[src/rtl/lmu_measfb_apply_pkg.sv]
// Shared encodings for the LMU measurement-feedback apply block: Pauli codes,
// feedback codes and the local FSM state type.
package lmu_measfb_apply_pkg;

  localparam int NUM_LQ_DEFAULT = 4;

  typedef enum logic [1:0] {
    PP_I = 2'b00,
    PP_X = 2'b01,
    PP_Z = 2'b10,
    PP_Y = 2'b11
  } pauli_e;

  typedef enum logic [1:0] {
    FBXORZ_INVALID = 2'b00,
    FBXORZ_X       = 2'b01,
    FBXORZ_Z       = 2'b10
  } fbxorz_e;

  typedef enum logic [1:0] {
    ST_IDLE    = 2'd0,
    ST_WAIT_FB = 2'd1,
    ST_ISSUE   = 2'd2
  } state_e;

  // A buffered entry of 1 means the LMU asked for a Z correction, 0 for X.
  function automatic pauli_e fbToPauli(input logic isZ);
    return isZ ? PP_Z : PP_X;
  endfunction

endpackage

[src/rtl/lmu_measfb_apply_fifo.sv]
// One-bit-wide feedback FIFO with wrapping pointers and an explicit occupancy
// counter, so full and empty never need a spare pointer bit.
module measfb_fifo #(
  parameter int DEPTH = 4
) (
  input  logic                     clk,
  input  logic                     rst_n,
  input  logic                     flush_i,
  input  logic                     push_i,
  input  logic                     pushData_i,
  input  logic                     pop_i,
  output logic                     head_o,
  output logic [$clog2(DEPTH):0]   count_o,
  output logic                     full_o,
  output logic                     empty_o,
  output logic                     drop_o
);

  localparam int PTR_W = $clog2(DEPTH);
  localparam int CNT_W = PTR_W + 1;

  logic [DEPTH-1:0] mem_q, mem_d;
  logic [PTR_W-1:0] wrPtr_q, wrPtr_d;
  logic [PTR_W-1:0] rdPtr_q, rdPtr_d;
  logic [CNT_W-1:0] count_q, count_d;
  logic             doPush;
  logic             doPop;

  assign full_o  = (count_q == CNT_W'(DEPTH));
  assign empty_o = (count_q == '0);
  assign count_o = count_q;
  assign head_o  = mem_q[rdPtr_q];

  // A pop in the same cycle frees a slot, so a push into a full FIFO survives.
  assign doPop  = pop_i && !empty_o;
  assign doPush = push_i && (!full_o || doPop);
  assign drop_o = push_i && full_o && !doPop && !flush_i;

  always_comb begin
    mem_d   = mem_q;
    wrPtr_d = wrPtr_q;
    rdPtr_d = rdPtr_q;
    count_d = count_q;
    if (flush_i) begin
      wrPtr_d = '0;
      rdPtr_d = '0;
      count_d = '0;
    end else begin
      if (doPush) begin
        mem_d[wrPtr_q] = pushData_i;
        wrPtr_d        = wrPtr_q + PTR_W'(1);
      end
      if (doPop) begin
        rdPtr_d = rdPtr_q + PTR_W'(1);
      end
      case ({doPush, doPop})
        2'b10:   count_d = count_q + CNT_W'(1);
        2'b01:   count_d = count_q - CNT_W'(1);
        default: count_d = count_q;
      endcase
    end
  end

  always_ff @(posedge clk or negedge rst_n) begin
    if (!rst_n) begin
      mem_q   <= '0;
      wrPtr_q <= '0;
      rdPtr_q <= '0;
      count_q <= '0;
    end else begin
      mem_q   <= mem_d;
      wrPtr_q <= wrPtr_d;
      rdPtr_q <= rdPtr_d;
      count_q <= count_d;
    end
  end

endmodule

[src/rtl/lmu_measfb_apply.sv]
// Pairs each conditional request, in order, with the oldest buffered LMU
// feedback bit and issues a registered single-Pauli byproduct update.
module lmu_measfb_apply
  import lmu_measfb_apply_pkg::*;
#(
  parameter int NUM_LQ   = NUM_LQ_DEFAULT,
  parameter int LQ_W     = $clog2(NUM_LQ),
  parameter int FB_DEPTH = 4
) (
  input  logic                       clk,
  input  logic                       rst_n,
  input  logic [1:0]                 measfb_xorz,
  input  logic                       cond_valid,
  input  logic [LQ_W-1:0]            cond_lq,
  output logic                       cond_ready,
  output logic                       bp_valid,
  output logic [NUM_LQ*2-1:0]        bp_update,
  input  logic                       bp_ready,
  input  logic                       flush,
  output logic [$clog2(FB_DEPTH):0]  fb_count,
  output logic                       fb_full,
  output logic                       overflow_err
);

  state_e              state_q, state_d;
  logic [LQ_W-1:0]     targetLq_q, targetLq_d;
  logic [NUM_LQ*2-1:0] bpUpdate_q, bpUpdate_d;
  logic                overflow_q, overflow_d;

  logic fbPush;
  logic fbPushZ;
  logic fbPop;
  logic fbHead;
  logic fbEmpty;
  logic fbDrop;

  assign fbPush  = (measfb_xorz == FBXORZ_X) || (measfb_xorz == FBXORZ_Z);
  assign fbPushZ = (measfb_xorz == FBXORZ_Z);

  measfb_fifo #(
    .DEPTH (FB_DEPTH)
  ) u_fifo (
    .clk        (clk),
    .rst_n      (rst_n),
    .flush_i    (flush),
    .push_i     (fbPush),
    .pushData_i (fbPushZ),
    .pop_i      (fbPop),
    .head_o     (fbHead),
    .count_o    (fb_count),
    .full_o     (fb_full),
    .empty_o    (fbEmpty),
    .drop_o     (fbDrop)
  );

  // Out-of-range targets match no field and yield an all-identity update.
  function automatic logic [NUM_LQ*2-1:0] buildUpdate(input logic [LQ_W-1:0] lq,
                                                      input logic isZ);
    logic [NUM_LQ*2-1:0] vec;
    vec = '0;
    for (int i = 0; i < NUM_LQ; i++) begin
      if (int'(lq) == i) begin
        vec[i*2 +: 2] = fbToPauli(isZ);
      end
    end
    return vec;
  endfunction

  always_comb begin
    state_d    = state_q;
    targetLq_d = targetLq_q;
    bpUpdate_d = bpUpdate_q;
    fbPop      = 1'b0;
    case (state_q)
      ST_IDLE: begin
        if (cond_valid) begin
          targetLq_d = cond_lq;
          state_d    = ST_WAIT_FB;
        end
      end
      ST_WAIT_FB: begin
        if (!fbEmpty) begin
          fbPop      = 1'b1;
          bpUpdate_d = buildUpdate(targetLq_q, fbHead);
          state_d    = ST_ISSUE;
        end
      end
      ST_ISSUE: begin
        if (bp_ready) begin
          state_d = ST_IDLE;
        end
      end
      default: state_d = ST_IDLE;
    endcase
    if (flush) begin
      state_d = ST_IDLE;
      fbPop   = 1'b0;
    end
  end

  assign overflow_d = flush ? 1'b0 : (overflow_q | fbDrop);

  always_ff @(posedge clk or negedge rst_n) begin
    if (!rst_n) begin
      state_q    <= ST_IDLE;
      targetLq_q <= '0;
      bpUpdate_q <= '0;
      overflow_q <= 1'b0;
    end else begin
      state_q    <= state_d;
      targetLq_q <= targetLq_d;
      bpUpdate_q <= bpUpdate_d;
      overflow_q <= overflow_d;
    end
  end

  assign cond_ready   = (state_q == ST_IDLE);
  assign bp_valid     = (state_q == ST_ISSUE);
  assign bp_update    = bpUpdate_q;
  assign overflow_err = overflow_q;

endmodule

[config.mk]
export PLATFORM = sky130hd
export DESIGN_NAME = lmu_measfb_apply
export DESIGN_NICKNAME = d
export VERILOG_FILES = /design/src/rtl/lmu_measfb_apply_pkg.sv /design/src/rtl/lmu_measfb_apply_fifo.sv /design/src/rtl/lmu_measfb_apply.sv
export SDC_FILE = /design/constraint.sdc
export NUM_CORES = 1
export LEC_CHECK = 0
export CAP_MARGIN = 20
export CORE_UTILIZATION = 51
export DETAILED_ROUTE_END_ITERATION = 7
export PLACE_DENSITY = 0.74
export SLEW_MARGIN = 5
export SYNTH_ARGS = -nofsm -noshare
export SYNTH_HDL_FRONTEND = slang
export SYNTH_SLANG_ARGS = --single-unit
[constraint.sdc]
create_clock -name clk -period 3.4 [get_ports clk]
set_input_delay 1.02 -clock clk [delete_from_list [all_inputs] [get_ports clk]]
set_output_delay 1.02 -clock clk [all_outputs]
set_load 0.01 [all_outputs]
==> results.py <==
metrics = {
    "synthesis": {
        "synth_cell_types": 41,
        "synth.area.top_cells": "dfrtp_1 43%, mux2_2 6.5%, ha_1 4.5%",
        "synth_mux_area_share_pct": 10.63,
        "synth_edf_count": 0,
        "synth_largest_area_cell": "dfrtp_1",
        "yosys_register_bits": 24,
        "synth_top_family_by_area": "simple AND/OR/NAND/NOR gates",
        "ys_top_cells_by_count": "24 x dfrtp_1, 11 x o21ai_0, 8 x inv_1, 8 x mux2_2, 8 x nor2_1",
        "yosys.area_share.simple_pct": 16.31,
        "synthXorXnorAreaFrac_pct": 0,
        "netlist_area_um2": 1389,
        "synthCells": 129,
        "synth_top_area_share_pct": 43.24,
        "yosys_warnings": 0,
        "synthArstFlopShare_pct": 100.0,
        "synthesis.nets": 144,
        "syn_avg_cell_area_um2": 10.77,
        "synthAdderAreaFrac_pct": 5.946,
        "ys_seq_area_share_pct": 43.24,
        "synth-main-ff-cell": "dfrtp_1",
        "synthMostInstantiatedCell": "dfrtp_1",
        "synth-compound-area-share_pct": 15.50,
    },
    "route": {
        "first_pass_iters": 4,
        "drc": 0,
        "drt-initial-drc-count": 15,
        "wl_per_cell_um": 16.20,
        "wirelength_mm": 2.949,
        "via_count": 1093,
        "avgViaCountPerCell": 6.005,
        "ant_nets": 0,
    },
    "timing": {
        "final-max-slew-violation-count": 0,
        "fin_skew_ns": 0.006858,
        "rsz0062_at_grt": "no",
        "post-route-period-util_pct": 90.95,
        "min_period_ns": 3.092,
        "worst_hold_slack_ns": 0.5248,
        "finalHoldViolCount": 0,
        "timing.slew.headroom_pct": 60.77,
        "tightest_slew_ns": 0.5872,
        "fin_setup_tns_ns": 0,
        "clock.fmax_mhz": 323.4,
        "setup_viol": 0,
    },
    "global_route": {
        "grt_pass1_vias": 1009,
        "track_usage_pct": 23.47,
        "grt_overflow": 0,
        "grt_antenna_before_repair": 0,
        "grt_pass1_wl_mm": 4.802,
        "grt_max_degree": 25,
    },
    "clock_tree": {
        "postCtsHoldBufs": 0,
        "cts_setup_buffers": 0,
        "clk_pin_slew_worst_paths_ns": 0.14,
        "root_buffer": "clkbuf_4",
        "htreeDepth": 1,
        "cts_made_buffers": 3,
        "cts.path.max_buffers": 2,
        "clkLatencyLatePin_ns": 0.32,
        "cts_tree": "yes",
        "cts_resized": 0,
        "clock-sinks": 24,
    },
    "run": {
        "maxCapViolCount": 0,
    },
    "worst_setup_path": {
        "start_kind": "flop",
        "arrival_ns": 2.07,
        "critical_path_required_ns": 2.38,
        "crit_chain": "or3b_1 > inv_1 > clkdlybuf4s50_1",
        "crit_fanout": 11,
        "critPathSlowestCell": "or3b_1",
        "crit_path_end_kind": "output port",
        "critPathMaxStageDelay_ns": 0.56,
        "cp_top_family": "buffers and inverters",
        "path_buf_inv": 2,
        "critical_path_class": "reg2out",
    },
    "outcome": {
        "status": "finished, final reports clean",
    },
    "layout": {
        "utilization_pct": 65.53,
        "drive_gt1_share_pct": 14.47,
        "finalNonFillerCells": 182,
        "ff_latch_area_um2": 600.6,
        "antenna_cells": 0,
        "fillers": 209,
        "area_delta_synth_final_pct": 19.01,
        "fin_nets": 168,
        "multi_input_area_um2": 671.9,
    },
    "min_path": {
        "hold_path_class": "reg2reg",
    },
    "placement": {
        "hpwlAfterDp_mm": 2.041,
        "place_congestion": 0.8811,
        "dp_cells": 178,
        "io_buffers": 23,
    },
    "floorplanning": {
        "die_x_um": 54.19,
        "rows": 18,
        "core_area_um2": 2522,
        "ioPinCount": 24,
        "initial_core_util_pct": 55.06,
        "die_area_um2": 2936,
        "die-height_um": 54.19,
    },
    "power_and_ir_drop": {
        "powerDensity_nw_per_um2": 571.9,
        "leakagePower_nw": 0.7021,
        "vdd_drop_max_mv": 0.4318,
    },
}
[final cells by class]
cell class / count / share of cell area (%)
sequential: 24 / 36.34
inverter: 8 / 1.817
timing repair buffer: 27 / 15.75
multi-input combinational: 89 / 40.65
tap: 30 / 2.271
clock inverter: 1 / 1.817
clock buffer: 3 / 1.363
[path summary, 6_finish.rpt]
path,endpoint,slack (ns),from,depth (start not counted)
hold reg to reg,overflow_err$_DFF_PN0_,0.52,overflow_err$_DFF_PN0_,2
max in group asynchronous,overflow_err$_DFF_PN0_,2.13,rst_n,2
setup / recovery,fb_full,0.31,u_fifo.count_o[0]$_DFFE_PN0P_,3
setup reg to reg,u_fifo.count_o[2]$_DFFE_PN0P_,1.08,u_fifo.count_o[0]$_DFFE_PN0P_,7
min in group asynchronous,u_fifo.count_o[0]$_DFFE_PN0P_,1.03,rst_n,2
hold / removal,overflow_err$_DFF_PN0_,0.52,overflow_err$_DFF_PN0_,2
[state kept, by name (all words and copies together), names as in the netlist]
name / flops
u_fifo.wrPtr_q: 2
targetLq_q: 2
bp_update: 8
u_fifo.count_o: 3
u_fifo.rdPtr_q: 2
u_fifo.mem_q: 4
overflow_err: 1
state_q: 2
[where the power goes]
part           leakage (nW)  switching, mW  internal [mW]  total, mW
Clock                0.0279         0.0932          0.119      0.213
Sequential            0.319         0.0620          0.349      0.410
Combinational         0.355          0.151          0.171      0.322
[logic make-up (layout without fill, tap and decap cells)]
| family | count (synthesis) | count (layout) |
|---|---|---|
| compound gates | 32 | 32 |
| fa+ha+maj | 6 | 6 |
| buf+inv | 16 | 39 |
| flops | 24 | 24 |
| mux | 12 | 12 |
| simple gates | 39 | 39 |
[through the flow]
step / total power, mW / setup slack [ns] / area (µm²)
floorplan: 0.6047 / 0.5639 / 1389
global placement: 0.7229 / 0.2841 / 1600
detailed placement: 0.7356 / 0.1442 / 1600
CTS: 0.9500 / 0.2887 / 1653
global route: 1.005 / 0.1266 / 1653
finish: 0.9453 / 0.3076 / 1653
[worst min-delay path, delay by kind of cell, from the launching register on]
kind                   cells  cell delay (ns)
flip-flops                 1             0.40
buffers and inverters      1             0.05
AO/OA/AOI/OAI              1             0.05
[routing by layer]
layer,wire length [µm],GRT usage [%],vias up
li1,-,-,518
met1,1416,34.33,555
met2,1429,33.33,16
met3,66,3.390,4
met4,36,11.54,0
met5,0,0,-
[placed cells by master (no fill, tap or decap), drive strengths merged, types with 5 or more instances in the layout]
| cell | n |
|---|---|
| ha | 5 |
| o21ai | 11 |
| nor2 | 8 |
| nand2b | 6 |
| dfrtp | 24 |
| clkdlybuf4s50 | 23 |
| inv | 8 |
| mux2 | 9 |
(Power assumes the default switching activity.)
